$ cat src/rtl/bit_serial_pkg.sv
// Shared types and helpers for the bit-serial add/subtract engine.
//   state_t    : engine FSM encoding (IDLE -> RUN -> DONE -> IDLE)
//   cnt_width(): bit-counter width for a given operand width
package bit_serial_pkg;

  typedef enum logic [1:0] {
    IDLE = 2'd0,
    RUN  = 2'd1,
    DONE = 2'd2
  } state_t;

  // Number of bits needed to count 0..width-1. Never returns less than 1.
  function automatic int unsigned cnt_width(input int unsigned width);
    return (width < 2) ? 1 : $clog2(width);
  endfunction

endpackage

$ cat src/rtl/fulladdersub_beh.sv
// One-bit full-adder cell, the only arithmetic in the bit-serial engine.
//   a, b, cin : operand bits and carry-in
//   s, c      : sum bit and carry-out
module fulladdersub_beh (
  input  logic a,
  input  logic b,
  input  logic cin,
  output logic s,
  output logic c
);

  assign s = a ^ b ^ cin;
  assign c = (a & b) | (a & cin) | (b & cin);

endmodule

$ cat src/rtl/bit_serial_addsub.sv
// Bit-serial WIDTH-bit add/subtract engine. Operands are accepted in parallel,
// processed LSB-first one bit per clock through a single full-adder cell with a
// carry flip-flop, and the result is returned in parallel.
//   clk, rst_n          : clock, asynchronous active-low reset
//   in_valid/in_ready   : operand handshake for {a, b, cin, sub}
//   a, b                : operands (unsigned or two's complement)
//   cin                 : carry-in for add, ignored for subtract
//   sub                 : 0 = a+b+cin, 1 = a-b (a + ~b + 1)
//   out_valid/out_ready : result handshake
//   sum, cout, ovf      : result, carry out of MSB (1 = no borrow), signed overflow
module bit_serial_addsub
  import bit_serial_pkg::*;
#(
  parameter int unsigned WIDTH = 8
) (
  input  logic             clk,
  input  logic             rst_n,
  input  logic             in_valid,
  output logic             in_ready,
  input  logic [WIDTH-1:0] a,
  input  logic [WIDTH-1:0] b,
  input  logic             cin,
  input  logic             sub,
  output logic             out_valid,
  input  logic             out_ready,
  output logic [WIDTH-1:0] sum,
  output logic             cout,
  output logic             ovf
);

  localparam int unsigned CNT_W = cnt_width(WIDTH);

  state_t             state_q;
  logic [WIDTH-1:0]   a_sh_q;
  logic [WIDTH-1:0]   b_sh_q;
  logic [WIDTH-1:0]   sum_sh_q;
  logic               carry_q;
  logic               c_msb_in_q;
  logic [CNT_W-1:0]   cnt_q;
  logic               in_ready_q;
  logic               out_valid_q;
  logic [WIDTH-1:0]   sum_q;
  logic               cout_q;
  logic               ovf_q;

  logic               fa_s;
  logic               fa_c;

  fulladdersub_beh u_fa (
    .a   (a_sh_q[0]),
    .b   (b_sh_q[0]),
    .cin (carry_q),
    .s   (fa_s),
    .c   (fa_c)
  );

  always_ff @(posedge clk or negedge rst_n) begin
    if (!rst_n) begin
      state_q     <= IDLE;
      a_sh_q      <= '0;
      b_sh_q      <= '0;
      sum_sh_q    <= '0;
      carry_q     <= 1'b0;
      c_msb_in_q  <= 1'b0;
      cnt_q       <= '0;
      in_ready_q  <= 1'b0;
      out_valid_q <= 1'b0;
      sum_q       <= '0;
      cout_q      <= 1'b0;
      ovf_q       <= 1'b0;
    end else begin
      case (state_q)
        IDLE: begin
          // in_ready is registered so it stays low through reset and rises
          // on the first edge after release.
          in_ready_q <= 1'b1;
          if (in_valid && in_ready_q) begin
            a_sh_q     <= a;
            b_sh_q     <= sub ? ~b : b;
            carry_q    <= sub ? 1'b1 : cin;
            cnt_q      <= '0;
            in_ready_q <= 1'b0;
            state_q    <= RUN;
          end
        end
        RUN: begin
          a_sh_q   <= a_sh_q >> 1;
          b_sh_q   <= b_sh_q >> 1;
          sum_sh_q <= {fa_s, sum_sh_q[WIDTH-1:1]};
          carry_q  <= fa_c;
          if (cnt_q == CNT_W'(WIDTH - 1)) begin
            // carry_q still holds the carry into the MSB on this last bit
            c_msb_in_q <= carry_q;
            state_q    <= DONE;
          end else begin
            cnt_q <= cnt_q + CNT_W'(1);
          end
        end
        DONE: begin
          // First DONE cycle publishes the result; it is then held until taken.
          if (!out_valid_q) begin
            out_valid_q <= 1'b1;
            sum_q       <= sum_sh_q;
            cout_q      <= carry_q;
            ovf_q       <= c_msb_in_q ^ carry_q;
          end else if (out_ready) begin
            out_valid_q <= 1'b0;
            in_ready_q  <= 1'b1;
            state_q     <= IDLE;
          end
        end
        default: begin
          state_q <= IDLE;
        end
      endcase
    end
  end

  assign in_ready  = in_ready_q;
  assign out_valid = out_valid_q;
  assign sum       = sum_q;
  assign cout      = cout_q;
  assign ovf       = ovf_q;

endmodule
$ cat config.mk
export PLATFORM = sky130hd
export DESIGN_NAME = bit_serial_addsub
export DESIGN_NICKNAME = d
export VERILOG_FILES = /design/src/rtl/bit_serial_pkg.sv /design/src/rtl/fulladdersub_beh.sv /design/src/rtl/bit_serial_addsub.sv
export SDC_FILE = /design/constraint.sdc
export NUM_CORES = 1
export LEC_CHECK = 0
export ABC_AREA = 1
export ABC_CLOCK_PERIOD_IN_PS = 1300
export CELL_PAD_IN_SITES_DETAIL_PLACEMENT = 1
export CELL_PAD_IN_SITES_GLOBAL_PLACEMENT = 1
export CORE_ASPECT_RATIO = 0.9
export CORE_MARGIN = 2
export CORE_UTILIZATION = 39
export CTS_CLUSTER_SIZE = 30
export DETAILED_ROUTE_END_ITERATION = 7
export PLACE_DENSITY_LB_ADDON = 0.1
export RECOVER_POWER = 25
export SYNTH_ARGS = -nofsm -noshare
export SYNTH_HDL_FRONTEND = slang
export SYNTH_SLANG_ARGS = --single-unit
$ cat constraint.sdc
create_clock -name clk -period 1.3 [get_ports clk]
set_input_delay 0.26 -clock clk [delete_from_list [all_inputs] [get_ports clk]]
set_output_delay 0.26 -clock clk [all_outputs]
set_load 0.1 [all_outputs]
# == Word-level counts from Yosys, hierarchy flattened ==
# Index checks and enable logic that the tools add are counted.
# Widths: inputs -> output; s select.
# classes
n_addsub,1
eq_ne,8
n_mux,22
bitwise_logic,10
n_reduce_logical,10
# ops
op,count
$pmux 8 s2,2
$mux 8,3
$ne 2x2->1 const B,5
$mux 2,4
$not 8->8,1
$mux 1,7
$mux 3,2
$pmux 2 s3,1
$pmux 3 s2,1
$reduce_and 2->1,3
$reduce_and 3->1,2
$pmux 1 s2,2
$reduce_and 4->1,1
$reduce_bool 2->1,2
$add 3x1->3 const B,1
$and 1x1->1,3
$eq 3x3->1 const B,1
$xor 1x1->1,3
$eq 2x1->1 const B,1
$eq 2x2->1 const B,1
$logic_not 2->1,1
$or 1x1->1,2
$logic_and 1x1->1,1
$not 1->1,1
# totals
ff_bits,43
input_bits,22
output_inout_bits,12
word_cells,63

# == Depth between registers and ports, before layout ==
# logic_depth
word_depth,4
depth_mapped,7
ltp_nobuf,6

# == Cells and area by module ==
# A second synthesis with hierarchy kept.
# unflattened
hier_cells,254
area_unflattened_um2,2068.2
# modules_own_cells
module,instances,cells_per_inst,area_per_inst_um2,seq_area_each_um2
bit_serial_addsub,1,253,2048.2,1076.0
fulladdersub_beh,1,1,20.0,0.0

# == Worst setup path before layout ==
# OpenSTA, ideal clock, no wires.
# synth_timing
kind,reg2reg
startpoint,register in_ready_q (netlist: in_ready)
endpoint,register carry_q
setup_ns,0.117
arrival_time_ns,1.682
required_ns,1.183
setup_slack_ns,-0.499
path_stages_with_launch,8
path_buffers,2
period_less_slack_ns,1.799
path_cell_list,dfrtp_1 nand2_1 inv_1 nand2_1 buf_2 buf_2 nand3_1 nand2_1
# synth_via
elab_chain_len,3
# synth_lines
element,line_no,source
from (decl),bit_serial_addsub.sv:40,logic in_ready_q;
from (signal assigned),bit_serial_addsub.sv:66,in_ready_q <= 1'b0;
from (signal assigned),bit_serial_addsub.sv:76,in_ready_q <= 1'b1;
from (signal assigned),bit_serial_addsub.sv:82,in_ready_q <= 1'b0;
$logic_and 1x1->1,bit_serial_addsub.sv:77,if (in_valid && in_ready_q) begin
$ne 2x2->1 (no source line),-,
$reduce_and 2->1 (no source line),-,
to (signal assigned),bit_serial_addsub.sv:80,carry_q <= sub ? 1'b1 : cin;
to (decl),bit_serial_addsub.sv:37,logic carry_q;
# No other way between the ends.
# A chain may end at the register's enable or synchronous reset.

# == Final worst setup path ==
# layout_timing
startpoint,register cnt_q[0]
endpoint,register cnt_q[2]
# layout_via
elab_chain_len,3
word_cells_on_any_way,6
classes_between,1 x add/sub; 2 x eq/ne; 2 x mux; 1 x reduce/logical
# layout_lines
element,line_no,source
from (decl),bit_serial_addsub.sv:39,logic [CNT_W-1:0] cnt_q;
from (signal assigned),bit_serial_addsub.sv:96,cnt_q <= cnt_q + CNT_W'(1);
$add 3x1->3 or $eq 3x3->1 (tied branches),"bit_serial_addsub.sv:96, bit_serial_addsub.sv:91",
$mux 3 or $ne 2x2->1 (tied branches),-,
$pmux 3 s2 or $reduce_and 3->1 (tied branches),-,
# Several ways; a longest one is shown, not always the timed one. The select of a mux whose other input is x is not followed.

==> run_results.csv <==
group,metric,value,unit
yosys,netlist-cell-type-count,21,
timing,grt_setup_unrepaired,"yes",
detailed_routing,routed_wirelength_normalized_by_instance_count,13.4,microns
pwr,seq_power_share,0.306,
detailed_routing,detail_route.wirelength,5.05,mm
die,chip_width,81.3,microns
global_route,grt_usage,0.186,
setup_path,r2r_start,"cnt_q[0]",
detailed_routing,drt.antenna.violating_nets,0,
pwr,power.density,2640,nW/um^2
setup_path,worstSetupEndpointType,"flip-flop",
pwr,ir_drop,1690,uV
placed_design,dp.final_hpwl,3.44,mm
timing,post-route-period-util,1.04,
hold_path,whs_path_depth,2,
pwr,clkPwrFrac,0.165,
clocking,tritoncts.num_buffers,5,
detailed_routing,post_drt_via_cell_ratio,4.88,
detailed_routing,first_iter_violations,121,
yosys,post_synth_most_frequent_cells,"nand2_1 (108), nand3_1 (44), dfrtp_1 (43)",
yosys,syn_area,2100,sq um
pwr,power.switching_fraction,0.451,
setup_path,cp-start-kind,"flip-flop",
placed_design,io_buffers,33,
timing,slew_margin_rel,0.596,
yosys,post_synth_and_or_nand_nor_area_fraction,0.314,
detailed_routing,drc_violations_left,0,
yosys,dominant_cell_by_count_in_the_synthesized_netlist,"nand2_1",
pwr,power_leakage,0.00150,uW
flow_run,cap_viol_max_count,0,
cells_and_area,fin_area,2900,sq um
setup_path,cp_data_arrival_time,1590,ps
timing,layout_min_cycle_time,1350,ps
yosys,cell_accounting_for_the_most_synthesized_area,"dfrtp_1",
yosys,synth.net_count,289,
setup_path,r2r_setup_slack,-50,ps
cells_and_area,design.final.nets,334,
setup_path,cp_data_required_time,1540,ps
timing,max_slew_violation_total_from_the_final_report,0,
yosys,synth-edff-count,0,
die,design.core.area,5220,sq um
global_route,initial_antenna_violation_count,0,
timing,final-hold-violation-count,0,
yosys,synth_async_sr_flop_share,1.00,
timing,skew,3.88,ps
yosys,synth.yosys.warnings,0,
detailed_routing,drt_pre_antenna_iters,4,
timing,worst_hold_check_slack,492,ps
cells_and_area,post_route_cells_drive_above_1_share,0.203,
hold_path,hold_start,"sum_sh_q[1]",
hold_path,whs_endpoint,"sum_sh_q[1]",
clocking,h-tree-depth,2,
placed_design,place_area,2710,sq um
yosys,top_flip_flop_cell_by_instance_count_after_synthesis,"dfrtp_1",
yosys,post_synth_main_area_contributors,"dfrtp_1 (51%), nand2_1 (19%), nand3_1 (10%), inv_1 (3.9%), o21ai_2 (3.3%)",
timing,timing.final.ws_setup,-54.1,ps
yosys,synth_fa_ha_area_frac,0.0215,
clocking,cts_max_path_buffers,2,
pwr,p_switching,3450,uW
pwr,intPower,4210,uW
clocking,clk-insertion-delay-late,300,ps
global_route,grt_start_max_net_pins,44,
timing,final.setup.tns,-129,ps
yosys,complex_gate_fraction_of_the_synthesized_area,0.0685,
run_status,violations_in_the_final_reports,"negative setup slack",
cells_and_area,synthToLayoutAreaGrowth,38.1,%
setup_path,timing_worst_setup_path_type,"flip-flop to flip-flop",
die,chipHeight,73.6,microns
detailed_routing,vias,1841,
yosys,yosysTopAreaCellShare,0.513,
placed_design,pre_cts_ws,-81.4,ps
setup_path,worst_r2r_endpoint,"cnt_q[2]",
global_route,grt_pass1_wl,8.50,mm
die,row_count,25,
timing,max_clock_freq,0.739,GHz
die,initial_util,0.402,
global_route,grt_overflow,0,
hold_path,hold_class,"flip-flop to flip-flop",
yosys,synthMuxAreaShare,0,
die,die_area,5990,sq um
timing,finalSetupViolCount,3,
yosys,syn_avg_cell_area,7.95,sq um
cells_and_area,diodes,0,
setup_path,critPathMaxFanout,5,
yosys,synth.yosys.seq_area_share,0.513,
yosys,netlist_instances,264,
clocking,cts-root-buf,"clkbuf_8",
clocking,tritoncts_clock_tree,"done",
global_route,first_global_vias,1882,
clocking,cts.sinks,43,
clocking,clkTransAtPathRegs,90,ps
setup_path,ff2ff_path_depth,6,
yosys,synth-seq-cells,43,
timing,worstMarginPinSlew,606,ps
yosys,fraction_of_synthesized_cell_area_in_xor_and_xnor_cells,0.00834,
run_status,outcome,"complete, but fails checks",
die,io-pin-count,34,
pwr,power.combinational.fraction,0.529,
placed_design,gpl.final_weighted_congestion,0.702,
yosys,synth_top_family_by_area,"simple AND/OR/NAND/NOR gates",
per-layer routing:
layer,global-route usage,part of all wire
met1,0.257,0.47
met2,0.296,0.48
met3,0.0295,0.029
met4,0.0678,0.012
met5,0,0
power by group through the flow:
| stage | logic (uW) | clock network (uW) | registers (uW) |
|---|---|---|---|
| CTS | 4060 | 1270 | 2340 |
| global route | 4490 | 1340 | 2410 |
| global placement | 3850 | 0 | 2320 |
| detailed placement | 3960 | 0 | 2350 |
| finish | 4060 | 1260 | 2340 |
| floorplan | 1690 | 0 | 3170 |
metrics by stage:
| step | instances | utilization | total power, uW |
|---|---|---|---|
| after global routing | 377 | 0.555 | 8240 |
| after CTS | 376 | 0.554 | 7670 |
| after detailed placement | 365 | 0.519 | 6310 |
| after floorplan | 264 | - | 4860 |
| after global placement | 365 | 0.519 | 6180 |
| final | 377 | 0.555 | 7660 |
sequential cells by signal (all words and copies together) (netlist names):
signal / count
in_ready: 1
sum_sh_q: 8
ovf: 1
cnt_q: 3
cout: 1
out_valid: 1
a_sh_q: 8
sum: 8
carry_q: 1
b_sh_q: 8
state_q: 2
c_msb_in_q: 1
worst max-delay path, cell delays in order (launching register included):
cell	delay (ps)
dfrtp_1	410
ha_2	200
ha_4	160
nand3b_1	260
inv_2	150
nand2_1	70
nand2_1	60
cells by family after synthesis:
logic type,count (synthesis)
compound gates,22
xor+xnor,2
fa+ha+maj,3
buf+inv,36
flops,43
simple gates,158
placed cells by master, fill, tap and decap left out, drive strengths merged:
cell type,instances
o21ai,20
bufinv,2
inv,24
a21oi,2
ha,2
xor2,1
clkdlybuf4s50,20
dfrtp,43
dlygate4sd3,1
nand3b,1
xnor2,1
buf,28
nor2,3
nand2,110
nand3,44
clkinvlp,1
clkbuf,6
fa,1
layout make-up:
type                    instances  area, sq um
well taps                      67         83.8
fillers                       614         2320
inverters                      24         90.1
multi-input cells             185          903
flip-flops and latches         43         1080
repair buffers                 50          601
clock inverters                 3         67.6
clock buffers                   5         68.8
worst max path at each step:
stage          slack [ps]      from   endpoint  cells after the start
2_1_floorplan           9  in_ready    carry_q                      7
3_3_place_gp          -30  in_valid  b_sh_q[7]                      8
3_5_place_dp          -80  cnt_q[0]   cnt_q[0]                      6
4_1_cts               -40  cnt_q[1]   cnt_q[2]                      6
5_1_grt              -130  cnt_q[0]   cnt_q[2]                      6
6_report              -50  cnt_q[0]   cnt_q[2]                      6
timing repair:
item / 4_1_cts / 5_1_grt
endpoints found under the hold margin: 43 / 0
setup endpoints to repair: 10 / 4
pin swaps: 6 / 1
buffers inserted: 2 / 2
gates resized for setup: 7 / 4
hold buffers: 1 / 0
Note: power is estimated with default switching activity, not from simulation.
